==> src/rtl/busdec.sv <==
// busdec: registered one-hot bus address decoder with ready handshake; define BUSDEC_TIMEOUT_EN for a TMO-cycle stall timeout
module busdec #(
    parameter int NDEV = 4,
    parameter int MASK = 12,
    parameter logic [NDEV*(32-MASK)-1:0] BASES = '0,
    parameter int TMO = 15,
    localparam int SW = NDEV > 1 ? $clog2(NDEV) : 1
) (
    input  logic            clk,
    input  logic            rst,
    input  logic            en,
    input  logic [31:0]     addr,
    output logic            busy,
    output logic [NDEV-1:0] deven,
    output logic [MASK-1:0] devaddr,
    output logic [SW-1:0]   devsel,
    input  logic [NDEV-1:0] devrdy,
    output logic            done,
    output logic            err
);
    localparam int BW = 32 - MASK;
    typedef enum logic [1:0] {IDLE, ACCESS, RESP} state_t;
    state_t          state_q, state_d;
    logic [NDEV-1:0] deven_q, deven_d;
    logic [SW-1:0]   devsel_q, devsel_d, hit_idx;
    logic [MASK-1:0] devaddr_q, devaddr_d;
    logic            done_q, done_d, err_q, err_d, hit, timeout, rdy;
`ifdef BUSDEC_TIMEOUT_EN
    localparam int CW = $clog2(TMO + 1);
    logic [CW-1:0] cnt_q, cnt_d;
    assign timeout = cnt_q == CW'(TMO - 1);
    always_comb cnt_d = state_q == ACCESS ? cnt_q + 1'b1 : '0;
    always_ff @(posedge clk)
        if (rst) cnt_q <= '0;
        else cnt_q <= cnt_d;
`else
    logic unused_tmo;
    assign unused_tmo = ^TMO;
    assign timeout = 1'b0;
`endif
    always_comb begin
        hit = 1'b0;
        hit_idx = '0;
        for (int i = NDEV - 1; i >= 0; i--)
            if (addr[31:MASK] == BASES[i*BW +: BW]) begin
                hit = 1'b1;
                hit_idx = SW'(i);
            end
    end
    assign rdy = devrdy[devsel_q];
    always_comb begin
        state_d = state_q;
        deven_d = deven_q;
        devsel_d = devsel_q;
        devaddr_d = devaddr_q;
        done_d = 1'b0;
        err_d = 1'b0;
        case (state_q)
            IDLE: if (en) begin
                devaddr_d = addr[MASK-1:0];
                state_d = hit ? ACCESS : RESP;
                err_d = !hit;
                if (hit) begin
                    devsel_d = hit_idx;
                    deven_d[hit_idx] = 1'b1;
                end
            end
            ACCESS: if (rdy || timeout) begin
                state_d = RESP;
                deven_d = '0;
                done_d = rdy;
                err_d = !rdy;
            end
            default: state_d = IDLE;
        endcase
    end
    always_ff @(posedge clk)
        if (rst) begin
            state_q <= IDLE;
            deven_q <= '0;
            devsel_q <= '0;
            devaddr_q <= '0;
            done_q <= 1'b0;
            err_q <= 1'b0;
        end else begin
            state_q <= state_d;
            deven_q <= deven_d;
            devsel_q <= devsel_d;
            devaddr_q <= devaddr_d;
            done_q <= done_d;
            err_q <= err_d;
        end
    assign busy = state_q != IDLE;
    assign deven = deven_q;
    assign devsel = devsel_q;
    assign devaddr = devaddr_q;
    assign done = done_q;
    assign err = err_q;
endmodule
==> config.mk <==
export PLATFORM = sky130hd
export DESIGN_NAME = busdec
export DESIGN_NICKNAME = d
export VERILOG_FILES = /design/src/rtl/busdec.sv
export SDC_FILE = /design/constraint.sdc
export NUM_CORES = 1
export LEC_CHECK = 0
export BUFFER_PORTS_ARGS = -buffer_cell sky130_fd_sc_hd__buf_2
export CAP_MARGIN = 30
export CORE_AREA = 2 2 45 47
export CTS_BUF_LIST = sky130_fd_sc_hd__clkbuf_4 sky130_fd_sc_hd__clkbuf_8
export DETAILED_ROUTE_END_ITERATION = 8
export DIE_AREA = 0 0 47 49
export MAX_ROUTING_LAYER = met4
export PLACE_DENSITY = 0.82
export SLEW_MARGIN = 10
export SYNTH_ARGS = -nofsm -noshare
export SYNTH_HDL_FRONTEND = slang
export SYNTH_SLANG_ARGS = --single-unit
==> constraint.sdc <==
create_clock -name clk -period 3 [get_ports clk]
set_clock_uncertainty 0.05 [all_clocks]
set_input_delay 0.6 -clock clk [delete_from_list [all_inputs] [get_ports clk]]
set_output_delay 0.6 -clock clk [all_outputs]
set_load 0.03 [all_outputs]
Word level (Yosys, flattened, before mapping). Index checks and enable logic that the tools add are counted.

Output and inout bits: 21. Word-level logic and storage cells: 36. Input port bits: 39. Register bits after elaboration: 20.

Eq/ne operators: 4. Muxes and demuxes: 13. Reductions and logical operators: 11. Bitwise gates (word level): 2.

Operator list (number): $logic_not A20 Y1 (1); $pmux W4 S2 (1); $mux W1 (6); $mux W2 (3); $ne A2 B2 Y1 const B (3); $mux W4 (1); $pmux W2 S2 (1); $reduce_and A2 Y1 (2); $reduce_and A4 Y1 (1); $reduce_bool A2 Y1 (2); $reduce_and A3 Y1 (1); $eq A2 B1 Y1 const B (1); $logic_not A1 Y1 (2); $logic_not A2 Y1 (1); $not A1 Y1 (2); $pmux W1 S2 (1); $reduce_or A2 Y1 (1).

Longest topological paths before layout. Gate-level depths: netlist of the first run.

Word-level depth: 5. Gate-level depth with buffers: 5. Depth with buffers taken out: 3.

Worst setup path before layout of the first run. OpenSTA, ideal clock, no wires.

Kind: input -> register. Start: in en. End: reg devaddr_q[0] (netlist: devaddr[0]). Buffers on the path: 2. Library setup time: 0.132 ns. Path slack: 1.480 ns. Arrival: 1.338 ns. Stages: 5. Path through: or3b_1 clkbuf_2 buf_2 nand2_1 a21oi_1.

Longest elaborated chain between the ends: 1.

Ends and longest elaborated chain: start: declaration (RTL line 11) `input logic en,`; $reduce_and A2 Y1 (no source line); end signal: assignment (RTL line 89) `devaddr_q <= devaddr_d;`; end: declaration (RTL line 26) `logic [MASK-1:0] devaddr_q, devaddr_d;`.

Every way passes these cells. A chain may end at the register's enable or synchronous reset.

Final worst setup path of the first run.
Start: reg state_q[0]. End: out busy.

Longest elaborated chain between the ends: 1.

Ends and longest elaborated chain: start: declaration (RTL line 23) `state_t state_q, state_d;`; start signal: assignment (RTL line 86) `state_q <= state_d;`; $reduce_bool A2 Y1 (RTL line 93) `assign busy = state_q != IDLE;`; end: declaration (RTL line 13) `output logic busy,`.

Every way passes these cells.

==> run_summary.xml, run 1 <==
<?xml version="1.0" encoding="UTF-8"?>
<metrics>
  <group name="logic_synthesis">
    <metric name="ys_types" unit="">26</metric>
    <metric name="synthesis.area" unit="um2">716</metric>
    <metric name="postSynthAreaPerCell" unit="um2">8.13</metric>
    <metric name="synthArstFlopShare" unit="%">0</metric>
    <metric name="synth.top_cells.by_area" unit="">sky130_fd_sc_hd__dfxtp_1, sky130_fd_sc_hd__nand2_1, sky130_fd_sc_hd__a21oi_1</metric>
    <metric name="netlist_instances" unit="">88</metric>
    <metric name="synth_sequential_area_ratio" unit="%">47.6</metric>
    <metric name="edff_count_synth" unit="">0</metric>
    <metric name="yosysTopAreaCell" unit="">sky130_fd_sc_hd__dfxtp_1</metric>
    <metric name="synth_largest_type_area_fraction" unit="%">47.6</metric>
    <metric name="synth_top_flop_cell" unit="">sky130_fd_sc_hd__dfxtp_1</metric>
    <metric name="ys_ff_latch" unit="">17</metric>
    <metric name="yosys_warnings" unit="">0</metric>
  </group>
  <group name="power">
    <metric name="pwr-share-seq" unit="%">51.7</metric>
    <metric name="power_density" unit="nW/um2">474</metric>
    <metric name="final_total_pwr" unit="uW">472</metric>
    <metric name="swShare" unit="%">28.8</metric>
    <metric name="cellInternalPower" unit="uW">336</metric>
    <metric name="switching_power" unit="uW">136</metric>
    <metric name="vdd.ir_drop.worst" unit="V">0.000257</metric>
    <metric name="cellLeakagePower" unit="uW">0.000499</metric>
    <metric name="clockPowerShare" unit="%">26.8</metric>
    <metric name="comb_power_share" unit="%">21.5</metric>
  </group>
  <group name="sta">
    <metric name="timing.setup.tns" unit="ns">0</metric>
    <metric name="report.final.setup_viol" unit="">0</metric>
    <metric name="setup_repair_after_global_routing_missed_its_margin" unit="">no</metric>
    <metric name="period_minus_slack" unit="ns">1.77</metric>
    <metric name="finalCritPeriodShare" unit="%">59.1</metric>
    <metric name="drv_slew" unit="">0</metric>
    <metric name="fmaxAchievable" unit="MHz">564</metric>
    <metric name="report.final.hold_viol_count" unit="">0</metric>
    <metric name="finalHoldWorstSlack" unit="ns">0.405</metric>
  </group>
  <group name="setup_path">
    <metric name="critPathMaxFanout" unit="">6</metric>
    <metric name="timing.critical_path.arrival" unit="ns">1.12</metric>
    <metric name="critPathLaunchType" unit="">register</metric>
    <metric name="timing.setup.critical_path_class" unit="">reg -&gt; out</metric>
    <metric name="worst_ep_required_time" unit="ns">2.35</metric>
    <metric name="crit_path_end_kind" unit="">output port</metric>
  </group>
  <group name="floorplan">
    <metric name="core_region_area" unit="um2">1840</metric>
    <metric name="fp.dieH" unit="um">49</metric>
    <metric name="floorplan.die_area" unit="um2">2300</metric>
    <metric name="die_width" unit="um">47</metric>
    <metric name="floorplan.io_pins" unit="">60</metric>
    <metric name="core.rowCount" unit="">16</metric>
    <metric name="initial_utilization" unit="%">38.9</metric>
  </group>
  <group name="cts">
    <metric name="cts_post_setup_buffers_inserted" unit="">0</metric>
    <metric name="numCtsBuffers" unit="">3</metric>
    <metric name="cts.path.max_buffers" unit="">2</metric>
    <metric name="tritoncts_num_sinks" unit="">17</metric>
    <metric name="cts_resized" unit="">0</metric>
    <metric name="cts_tree" unit="">built</metric>
    <metric name="level_count_of_the_clock_h_tree" unit="">1</metric>
    <metric name="clk_root_buffer_cell" unit="">sky130_fd_sc_hd__clkbuf_4</metric>
    <metric name="cts.hold.buffers_added" unit="">0</metric>
    <metric name="clock_slew_seen_by_the_registers_of_the_worst_setup_and_hold_paths" unit="ns">0.09</metric>
    <metric name="insertion_delay" unit="ns">0.28</metric>
  </group>
  <group name="run">
    <metric name="number_of_maximum_capacitance_violations" unit="">0</metric>
  </group>
  <group name="drt">
    <metric name="detail_route.first_pass.iterations" unit="">4</metric>
    <metric name="drt_iter0_markers" unit="">6</metric>
    <metric name="drcViolationCount" unit="">0</metric>
    <metric name="route.antenna.remaining_nets" unit="">0</metric>
    <metric name="routed_wirelength_normalized_by_instance_count" unit="um">9.84</metric>
    <metric name="wl" unit="um">1620</metric>
    <metric name="route.vias.total" unit="">759</metric>
    <metric name="post_drt_via_cell_ratio" unit="">4.60</metric>
  </group>
  <group name="final_layout">
    <metric name="layout.cells.most_common" unit="">sky130_fd_sc_hd__buf_2</metric>
    <metric name="num_antenna_cells" unit="">0</metric>
    <metric name="syn2layout_area_growth" unit="%">39.0</metric>
    <metric name="fill_cells" unit="">187</metric>
    <metric name="drive_above_1_share" unit="%">41.3</metric>
    <metric name="layout.cells.most_common_list" unit="">sky130_fd_sc_hd__buf_2, sky130_fd_sc_hd__nand2_1, sky130_fd_sc_hd__dfxtp_1, sky130_fd_sc_hd__a21oi_1</metric>
    <metric name="num-nets-final" unit="">178</metric>
    <metric name="layout.area.seq" unit="um2">340</metric>
    <metric name="fin_area" unit="um2">995</metric>
    <metric name="total_area_of_multi_input_combinational_cells" unit="um2">324</metric>
  </group>
  <group name="grt">
    <metric name="maximum_number_of_pins_on_one_net_before_global_route_repair" unit="">19</metric>
    <metric name="grt_overflow_total" unit="">0</metric>
    <metric name="grt_antenna_before_repair" unit="">0</metric>
    <metric name="grt_pass1_vias" unit="">611</metric>
    <metric name="grt_usage" unit="%">15.0</metric>
    <metric name="grt_first_pass_wirelength" unit="um">2480</metric>
  </group>
  <group name="outcome">
    <metric name="status" unit="">complete, no violations</metric>
  </group>
  <group name="placement">
    <metric name="placement.io_buffers" unit="">51</metric>
    <metric name="cell_area_after_placement" unit="um2">965</metric>
    <metric name="gp_congestion" unit="">0.700</metric>
    <metric name="detailedPlacementHpwl" unit="um">1280</metric>
  </group>
  <group name="min_path">
    <metric name="timing.hold.worst.class" unit="">reg -&gt; reg</metric>
  </group>
</metrics>
[power by group through the flow]
stage	logic, uW	clock network, uW	registers [uW]
floorplan	47.6	0	271
global placement	101	0	249
detailed placement	102	0	249
CTS	103	131	244
global route	112	144	246
finish	102	126	244
[final timing paths]
kind / from / depth (start not counted) / slack [ns] / end
setup / recovery: state_q[0] / 2 / 1.23 / busy
setup reg to reg: state_q[0] / 3 / 1.52 / state_q[1]
hold reg to reg: devaddr[1] / 2 / 0.40 / devaddr[1]
hold / removal: devaddr[1] / 2 / 0.40 / devaddr[1]
[stage by stage]
step / std cells / util, % / worst slack [ns]
after global placement: 161 / 52.4 / 1.22
final: 165 / 54.0 / 1.23
after floorplan: 92 / - / 1.48
after detailed placement: 161 / 52.4 / 1.19
after global routing: 165 / 54.0 / 1.16
after CTS: 165 / 54.0 / 1.23
[state kept, by name, summed over array words and instances (netlist names)]
register,flops
err,1
devaddr,12
deven,1
state_q,2
done,1
[layer usage]
metal / global-route usage (%) / part of all wire [%] / up-vias
met4: 5.56 / 0.62 / 0
met3: 3.33 / 11 / 2
li1: - / - / 389
met1: 20.1 / 43 / 319
met5: - / 0 / -
met2: 21.7 / 45 / 49
[cells in the mapped netlist (all sizes together) (2+ instances only)]
master,instances
a21oi,12
buf,7
clkbuf,3
dfxtp,17
nand2,24
nand3b,2
nor2,2
nor4,5
[area by class of cell]
cell class | count | share of cell area [%]
inverter | 1 | 0.377
sequential | 17 | 34.2
clock buffer | 4 | 3.02
multi-input combinational | 64 | 32.6
timing repair buffer | 52 | 26.4
tap | 27 | 3.40
[cell families after synthesis]
group / synth area share (%)
buffers and inverters: 9.26
AO/OA/AOI/OAI: 14.0
other: 0.524
AND/OR/NAND/NOR: 28.7
flip-flops: 47.6
[critical path, cell delays in order, from the launching register on]
cell,delay [ns]
sky130_fd_sc_hd__dfxtp_1,0.36
sky130_fd_sc_hd__or2_2,0.30
sky130_fd_sc_hd__buf_2,0.18
Power figures use the tool's default switching activity.
==> run 2: changes to the inputs <==
- ABC_AREA: default -> 1
- CORE_AREA: 2 2 45 47 -> 2 2 50 52
- DIE_AREA: 0 0 47 49 -> 0 0 52 54
- PLACE_DENSITY: 0.82 -> 0.75
- clock period: 3 -> 1.5 ns (I/O delays scaled with it)
==> run 2 against run 1 <==
First-iteration DRC count did not move. Synthesized area rose by 12%. Power rose by 110%. Worst hold slack got worse by 0.25 ns. Sequential share of layout area fell by 2.3 points. Critical endpoint unchanged. Critical path depth rose by 1.
==> run_summary.xml, run 2 <==
<?xml version="1.0" encoding="UTF-8"?>
<metrics>
  <group name="logic_synthesis">
    <metric name="netlist_top_cells_count" unit="">sky130_fd_sc_hd__nor2_1, sky130_fd_sc_hd__dfxtp_1, sky130_fd_sc_hd__nor2_2</metric>
    <metric name="synthArstFlopShare" unit="%">0</metric>
    <metric name="main_combinational_cell_family_by_area_after_synthesis" unit="">simple AND/OR/NAND/NOR gates</metric>
    <metric name="yosys_warnings" unit="">0</metric>
    <metric name="synth.area.mux_share" unit="%">0</metric>
    <metric name="yosysMostFrequentCell" unit="">sky130_fd_sc_hd__nor2_1</metric>
    <metric name="postSynthAreaPerCell" unit="um2">7.68</metric>
    <metric name="area_share_of_and_or_nand_nor_cells_after_synthesis" unit="%">33.4</metric>
    <metric name="synth_largest_type_area_fraction" unit="%">42.6</metric>
    <metric name="synth_xor_xnor_area_share" unit="%">0</metric>
    <metric name="netlist_instances" unit="">104</metric>
    <metric name="synthesis.area" unit="um2">798</metric>
    <metric name="ys_ff_latch" unit="">17</metric>
    <metric name="edff_count_synth" unit="">0</metric>
    <metric name="yosysTopAreaCell" unit="">sky130_fd_sc_hd__dfxtp_1</metric>
    <metric name="ys_types" unit="">23</metric>
    <metric name="synth_sequential_area_ratio" unit="%">42.6</metric>
    <metric name="synth-compound-area-share" unit="%">10.3</metric>
    <metric name="synth_top_flop_cell" unit="">sky130_fd_sc_hd__dfxtp_1</metric>
    <metric name="synth.top_cells.by_area" unit="">sky130_fd_sc_hd__dfxtp_1, sky130_fd_sc_hd__nor2_1, sky130_fd_sc_hd__nor2_2</metric>
    <metric name="synth-adder-area-share" unit="%">0</metric>
  </group>
  <group name="cts">
    <metric name="insertion_delay" unit="ns">0.28</metric>
    <metric name="cts.path.max_buffers" unit="">2</metric>
    <metric name="level_count_of_the_clock_h_tree" unit="">1</metric>
    <metric name="cts_resized" unit="">0</metric>
    <metric name="numCtsBuffers" unit="">3</metric>
    <metric name="cts.hold.buffers_added" unit="">0</metric>
    <metric name="cts_post_setup_buffers_inserted" unit="">0</metric>
    <metric name="tritoncts_num_sinks" unit="">17</metric>
    <metric name="clk_root_buffer_cell" unit="">sky130_fd_sc_hd__clkbuf_4</metric>
    <metric name="clock_slew_seen_by_the_registers_of_the_worst_setup_and_hold_paths" unit="ns">0.09</metric>
    <metric name="cts_tree" unit="">built</metric>
  </group>
  <group name="floorplan">
    <metric name="fp.dieH" unit="um">54</metric>
    <metric name="floorplan.die_area" unit="um2">2810</metric>
    <metric name="floorplan.io_pins" unit="">60</metric>
    <metric name="initial_utilization" unit="%">34.4</metric>
    <metric name="core_region_area" unit="um2">2320</metric>
    <metric name="die_width" unit="um">52</metric>
    <metric name="core.rowCount" unit="">18</metric>
  </group>
  <group name="min_path">
    <metric name="worstHoldEndpoint" unit="">done</metric>
    <metric name="min-delay-start" unit="">rst</metric>
    <metric name="hold_path_cell_cnt" unit="">2</metric>
    <metric name="timing.hold.worst.class" unit="">in -&gt; reg</metric>
  </group>
  <group name="grt">
    <metric name="grt_first_pass_wirelength" unit="um">2700</metric>
    <metric name="grt_pass1_vias" unit="">656</metric>
    <metric name="grt_overflow_total" unit="">0</metric>
    <metric name="grt_antenna_before_repair" unit="">0</metric>
    <metric name="grt_usage" unit="%">13.4</metric>
    <metric name="maximum_number_of_pins_on_one_net_before_global_route_repair" unit="">17</metric>
  </group>
  <group name="final_layout">
    <metric name="total_area_of_multi_input_combinational_cells" unit="um2">368</metric>
    <metric name="layout.cells.most_common" unit="">sky130_fd_sc_hd__buf_2</metric>
    <metric name="layout.cells.most_common_list" unit="">sky130_fd_sc_hd__buf_2, sky130_fd_sc_hd__nor2_1, sky130_fd_sc_hd__dfxtp_1, sky130_fd_sc_hd__nor2_2, sky130_fd_sc_hd__nand2_1</metric>
    <metric name="num_antenna_cells" unit="">0</metric>
    <metric name="layout.area.seq" unit="um2">340</metric>
    <metric name="syn2layout_area_growth" unit="%">33.7</metric>
    <metric name="fill_cells" unit="">236</metric>
    <metric name="drive_above_1_share" unit="%">49.0</metric>
    <metric name="flip_flop_count_of_the_largest_register_after_layout" unit="">12</metric>
    <metric name="fin_area" unit="um2">1070</metric>
    <metric name="num-nets-final" unit="">195</metric>
  </group>
  <group name="sta">
    <metric name="report.final.hold_viol_count" unit="">0</metric>
    <metric name="setup_repair_after_global_routing_missed_its_margin" unit="">no</metric>
    <metric name="period_minus_slack" unit="ns">1.36</metric>
    <metric name="fmaxAchievable" unit="MHz">733</metric>
    <metric name="report.final.setup_viol" unit="">0</metric>
    <metric name="timing.setup.tns" unit="ns">0</metric>
    <metric name="drv_slew" unit="">0</metric>
    <metric name="finalCritPeriodShare" unit="%">90.9</metric>
  </group>
  <group name="drt">
    <metric name="route.vias.total" unit="">794</metric>
    <metric name="detail_route.first_pass.iterations" unit="">4</metric>
    <metric name="route.antenna.remaining_nets" unit="">0</metric>
    <metric name="drt_iter0_markers" unit="">6</metric>
    <metric name="post_drt_via_cell_ratio" unit="">4.29</metric>
    <metric name="wl" unit="um">1790</metric>
    <metric name="routed_wirelength_normalized_by_instance_count" unit="um">9.67</metric>
    <metric name="drcViolationCount" unit="">0</metric>
  </group>
  <group name="setup_path">
    <metric name="r2r_startpoint" unit="">state_q[1]</metric>
    <metric name="timing.critical_path.arrival" unit="ns">1.01</metric>
    <metric name="critPathLaunchType" unit="">register</metric>
    <metric name="ff2ff_path_depth" unit="">7</metric>
    <metric name="crit_path_end_kind" unit="">output port</metric>
    <metric name="critPathMaxFanout" unit="">3</metric>
    <metric name="r2r_slack" unit="ns">0.28</metric>
    <metric name="reg2reg_to" unit="">state_q[1]</metric>
    <metric name="worst_ep_required_time" unit="ns">1.15</metric>
    <metric name="timing.setup.critical_path_class" unit="">reg -&gt; out</metric>
  </group>
  <group name="run">
    <metric name="number_of_maximum_capacitance_violations" unit="">0</metric>
  </group>
  <group name="power">
    <metric name="vdd.ir_drop.worst" unit="V">0.000593</metric>
    <metric name="power_density" unit="nW/um2">945</metric>
    <metric name="cellLeakagePower" unit="uW">0.000559</metric>
  </group>
  <group name="placement">
    <metric name="detailedPlacementHpwl" unit="um">1420</metric>
    <metric name="placement.io_buffers" unit="">51</metric>
    <metric name="cell_area_after_placement" unit="um2">1040</metric>
    <metric name="gp_congestion" unit="">0.813</metric>
  </group>
  <group name="outcome">
    <metric name="status" unit="">complete, no violations</metric>
  </group>
</metrics>
run 2: area by class of cell:
cell class / instances / share of cell area [%]
clock buffers: 4 / 2.81
repair buffers: 51 / 23.9
inverters: 9 / 3.40
well taps: 30 / 3.52
flip-flops and latches: 17 / 31.9
multi-input cells: 74 / 34.5
run 2: power by group:
group | switching, uW | total, uW | internal [uW]
registers | 14.9 | 498 | 483
clock network | 139 | 260 | 121
logic | 166 | 251 | 85.4
run 2: per-layer routing:
| layer | vias up | GRT usage [%] | part of all wire (%) |
|---|---|---|---|
| li1 | 412 | - | - |
| met1 | 352 | 14.7 | 41 |
| met2 | 26 | 22.8 | 52 |
| met3 | 4 | 2.78 | 5.7 |
| met4 | 0 | 7.02 | 1.7 |
| met5 | - | - | 0 |
run 2: worst max-delay path: stages (launching register included):
cell and delay, ns:
sky130_fd_sc_hd__dfxtp_1 0.37, sky130_fd_sc_hd__inv_2 0.05, sky130_fd_sc_hd__nand2_4 0.09, sky130_fd_sc_hd__buf_2 0.21
run 2: worst max path at each step:
stage,start,endpoint,slack (ns)
final,state_q[1],busy,0.14
after global routing,state_q[1],busy,0.09
after floorplan,state_q[1],devaddr[8],0.44
after CTS,state_q[1],busy,0.13
after detailed placement,en,state_q[1],0.30
after global placement,en,deven[0],0.33
run 2: stage by stage:
stage	hold slack (ns)	utilization [%]	instances	power, uW	worst slack (ns)
2_1_floorplan	0.322	-	108	687	0.437
4_1_cts	0.146	46.0	185	1030	0.128
6_report	0.155	46.0	185	1010	0.136
3_5_place_dp	0.397	44.7	181	761	0.297
5_1_grt	0.150	46.0	185	1060	0.0924
3_3_place_gp	0.396	44.7	181	752	0.329
run 2: logic make-up after synthesis:
kind of cell	count (synthesis)
simple gates	54
buf+inv	17
flops	17
compound gates	15
other cells	1
==> run 3: changes to the inputs <==
- BUFFER_PORTS_ARGS: -buffer_cell sky130_fd_sc_hd__buf_2 -> default
- CORE_AREA: 2 2 50 52 -> 2 2 42 44
- DIE_AREA: 0 0 52 54 -> 0 0 44 46
- DONT_BUFFER_PORTS: default -> 1
- PLACE_DENSITY: 0.75 -> 0.69
==> run 3 against run 2 <==
Utilization is 3.3 points higher. Critical endpoint is now deven[0]. Register-to-register slack worse by 0.03 ns. Fmax is 8.9% higher. Power is 7.4% lower. Worst setup slack better by 0.11 ns. Largest power group unchanged. Sequential power is 13% higher. Cell area is 25% lower. Cell count is 35% lower. Clock power hardly changed. Clock-buffer cell count stayed put. Routed wire length is 22% lower.
==> run_summary.xml, run 3 (synthesized netlist as in run 2, its figures left out) <==
<?xml version="1.0" encoding="UTF-8"?>
<metrics>
  <group name="grt">
    <metric name="grt_first_pass_wirelength" unit="um">2070</metric>
    <metric name="maximum_number_of_pins_on_one_net_before_global_route_repair" unit="">17</metric>
    <metric name="grt_pass1_vias" unit="">530</metric>
    <metric name="grt_usage" unit="%">14.5</metric>
    <metric name="grt_overflow_total" unit="">0</metric>
    <metric name="grt_antenna_before_repair" unit="">0</metric>
  </group>
  <group name="cts">
    <metric name="cts_post_setup_buffers_inserted" unit="">0</metric>
    <metric name="cts_tree" unit="">built</metric>
    <metric name="cts.path.max_buffers" unit="">2</metric>
    <metric name="numCtsBuffers" unit="">3</metric>
    <metric name="clk_root_buffer_cell" unit="">sky130_fd_sc_hd__clkbuf_4</metric>
    <metric name="clock_slew_seen_by_the_registers_of_the_worst_setup_and_hold_paths" unit="ns">0.10</metric>
    <metric name="cts.hold.buffers_added" unit="">0</metric>
    <metric name="cts_resized" unit="">0</metric>
    <metric name="insertion_delay" unit="ns">0.28</metric>
    <metric name="tritoncts_num_sinks" unit="">17</metric>
    <metric name="level_count_of_the_clock_h_tree" unit="">1</metric>
  </group>
  <group name="setup_path">
    <metric name="crit_path_end_kind" unit="">register</metric>
    <metric name="critPathLaunch" unit="">state_q[1]</metric>
    <metric name="worst_ep_required_time" unit="ns">1.68</metric>
    <metric name="critPathMaxFanout" unit="">15</metric>
    <metric name="ff2ff_path_depth" unit="">7</metric>
    <metric name="critPathLaunchType" unit="">register</metric>
    <metric name="r2r_startpoint" unit="">state_q[1]</metric>
    <metric name="reg2reg_to" unit="">deven[0]</metric>
    <metric name="endpoint" unit="">deven[0]</metric>
    <metric name="r2r_slack" unit="ns">0.25</metric>
    <metric name="timing.critical_path.arrival" unit="ns">1.43</metric>
    <metric name="timing.setup.critical_path_class" unit="">reg -&gt; reg</metric>
  </group>
  <group name="floorplan">
    <metric name="floorplan.io_pins" unit="">60</metric>
    <metric name="core.rowCount" unit="">15</metric>
    <metric name="initial_utilization" unit="%">49.5</metric>
    <metric name="die_width" unit="um">44</metric>
    <metric name="floorplan.die_area" unit="um2">2020</metric>
    <metric name="core_region_area" unit="um2">1610</metric>
    <metric name="fp.dieH" unit="um">46</metric>
  </group>
  <group name="final_layout">
    <metric name="flip_flop_count_of_the_largest_register_after_layout" unit="">12</metric>
    <metric name="layout.cells.most_common_list" unit="">sky130_fd_sc_hd__nor2_1, sky130_fd_sc_hd__dfxtp_1, sky130_fd_sc_hd__nor2_2, sky130_fd_sc_hd__nand2_1, sky130_fd_sc_hd__o21ai_1</metric>
    <metric name="drive_above_1_share" unit="%">24.0</metric>
    <metric name="num-nets-final" unit="">144</metric>
    <metric name="num_antenna_cells" unit="">0</metric>
    <metric name="fill_cells" unit="">168</metric>
    <metric name="layout.cells.most_common" unit="">sky130_fd_sc_hd__nor2_1</metric>
    <metric name="syn2layout_area_growth" unit="%">-0.314</metric>
    <metric name="utilization" unit="%">49.3</metric>
  </group>
  <group name="power">
    <metric name="cellInternalPower" unit="uW">638</metric>
    <metric name="pwr-share-seq" unit="%">60.1</metric>
    <metric name="vdd.ir_drop.worst" unit="V">0.000550</metric>
    <metric name="swShare" unit="%">31.7</metric>
    <metric name="cellLeakagePower" unit="uW">0.000342</metric>
    <metric name="clockPowerShare" unit="%">28.0</metric>
    <metric name="comb_power_share" unit="%">11.9</metric>
    <metric name="switching_power" unit="uW">296</metric>
    <metric name="power_density" unit="nW/um2">1170</metric>
  </group>
  <group name="drt">
    <metric name="drt_iter0_markers" unit="">4</metric>
    <metric name="post_drt_via_cell_ratio" unit="">5.07</metric>
    <metric name="detail_route.first_pass.iterations" unit="">4</metric>
    <metric name="route.vias.total" unit="">613</metric>
    <metric name="routed_wirelength_normalized_by_instance_count" unit="um">11.5</metric>
    <metric name="drcViolationCount" unit="">0</metric>
    <metric name="route.antenna.remaining_nets" unit="">0</metric>
    <metric name="wl" unit="um">1390</metric>
  </group>
  <group name="outcome">
    <metric name="status" unit="">complete, no violations</metric>
  </group>
  <group name="sta">
    <metric name="report.final.setup_viol" unit="">0</metric>
    <metric name="setup_repair_after_global_routing_missed_its_margin" unit="">no</metric>
    <metric name="period_minus_slack" unit="ns">1.25</metric>
    <metric name="report.final.hold_viol_count" unit="">0</metric>
    <metric name="fmaxAchievable" unit="MHz">799</metric>
    <metric name="finalCritPeriodShare" unit="%">83.5</metric>
    <metric name="drv_slew" unit="">0</metric>
    <metric name="timing.setup.tns" unit="ns">0</metric>
  </group>
  <group name="run">
    <metric name="number_of_maximum_capacitance_violations" unit="">0</metric>
  </group>
  <group name="min_path">
    <metric name="timing.hold.worst.class" unit="">in -&gt; reg</metric>
    <metric name="min-delay-start" unit="">rst</metric>
  </group>
  <group name="placement">
    <metric name="detailedPlacementHpwl" unit="um">1050</metric>
    <metric name="placement.io_buffers" unit="">0</metric>
    <metric name="gp_congestion" unit="">0.770</metric>
  </group>
</metrics>
[run 3: routing by layer]
metal	share of wire, %	track usage, %	vias to the layer above	routed length (um)
met5	0	-	-	0
met4	1.3	10.3	0	18
met3	7.2	4.37	4	100
met2	51	22.9	22	707
met1	41	15.5	275	567
li1	-	-	312	-
[run 3: worst min path at each step]
stage	endpoint	slack, ns	depth (start not counted)
finish	done	0.02	1
global route	done	0.003	1
floorplan	done	0.32	1
global placement	done	0.32	1
detailed placement	done	0.33	1
CTS	done	0.01	1
[run 3: through the flow]
| stage | area (um2) | setup WS [ns] | total power [uW] | hold slack, ns | instances |
|---|---|---|---|---|---|
| after floorplan | 813 | 0.437 | 687 | 0.322 | 108 |
| final | 796 | 0.248 | 934 | 0.0176 | 121 |
| after global placement | 766 | 0.283 | 680 | 0.325 | 117 |
| after global routing | 796 | 0.167 | 979 | 0.00284 | 121 |
| after detailed placement | 766 | 0.257 | 684 | 0.325 | 117 |
| after CTS | 796 | 0.235 | 945 | 0.0110 | 121 |
[run 3: worst max-delay path: stages, from the launching register on]
cell and delay, ns:
sky130_fd_sc_hd__dfxtp_1 0.33, sky130_fd_sc_hd__inv_2 0.06, sky130_fd_sc_hd__nand2_4 0.11, sky130_fd_sc_hd__nor2_8 0.22, sky130_fd_sc_hd__inv_4 0.14, sky130_fd_sc_hd__nand2_1 0.10
sky130_fd_sc_hd__nand2_1 0.07, sky130_fd_sc_hd__a21oi_2 0.10
[run 3: power groups by stage]
stage / logic, uW / clock network [uW] / registers, uW
after detailed placement: 112 / 0 / 572
after floorplan: 121 / 0 / 567
after CTS: 112 / 271 / 562
after global placement: 109 / 0 / 571
final: 111 / 262 / 561
after global routing: 126 / 288 / 565
[run 3: layout make-up]
type	count	area, um2	area share, %
inverter	9	36.3	4.56
multi-input combinational	74	368	46.2
sequential	17	340	42.8
tap	17	21.3	2.67
clock buffer	4	30.0	3.77
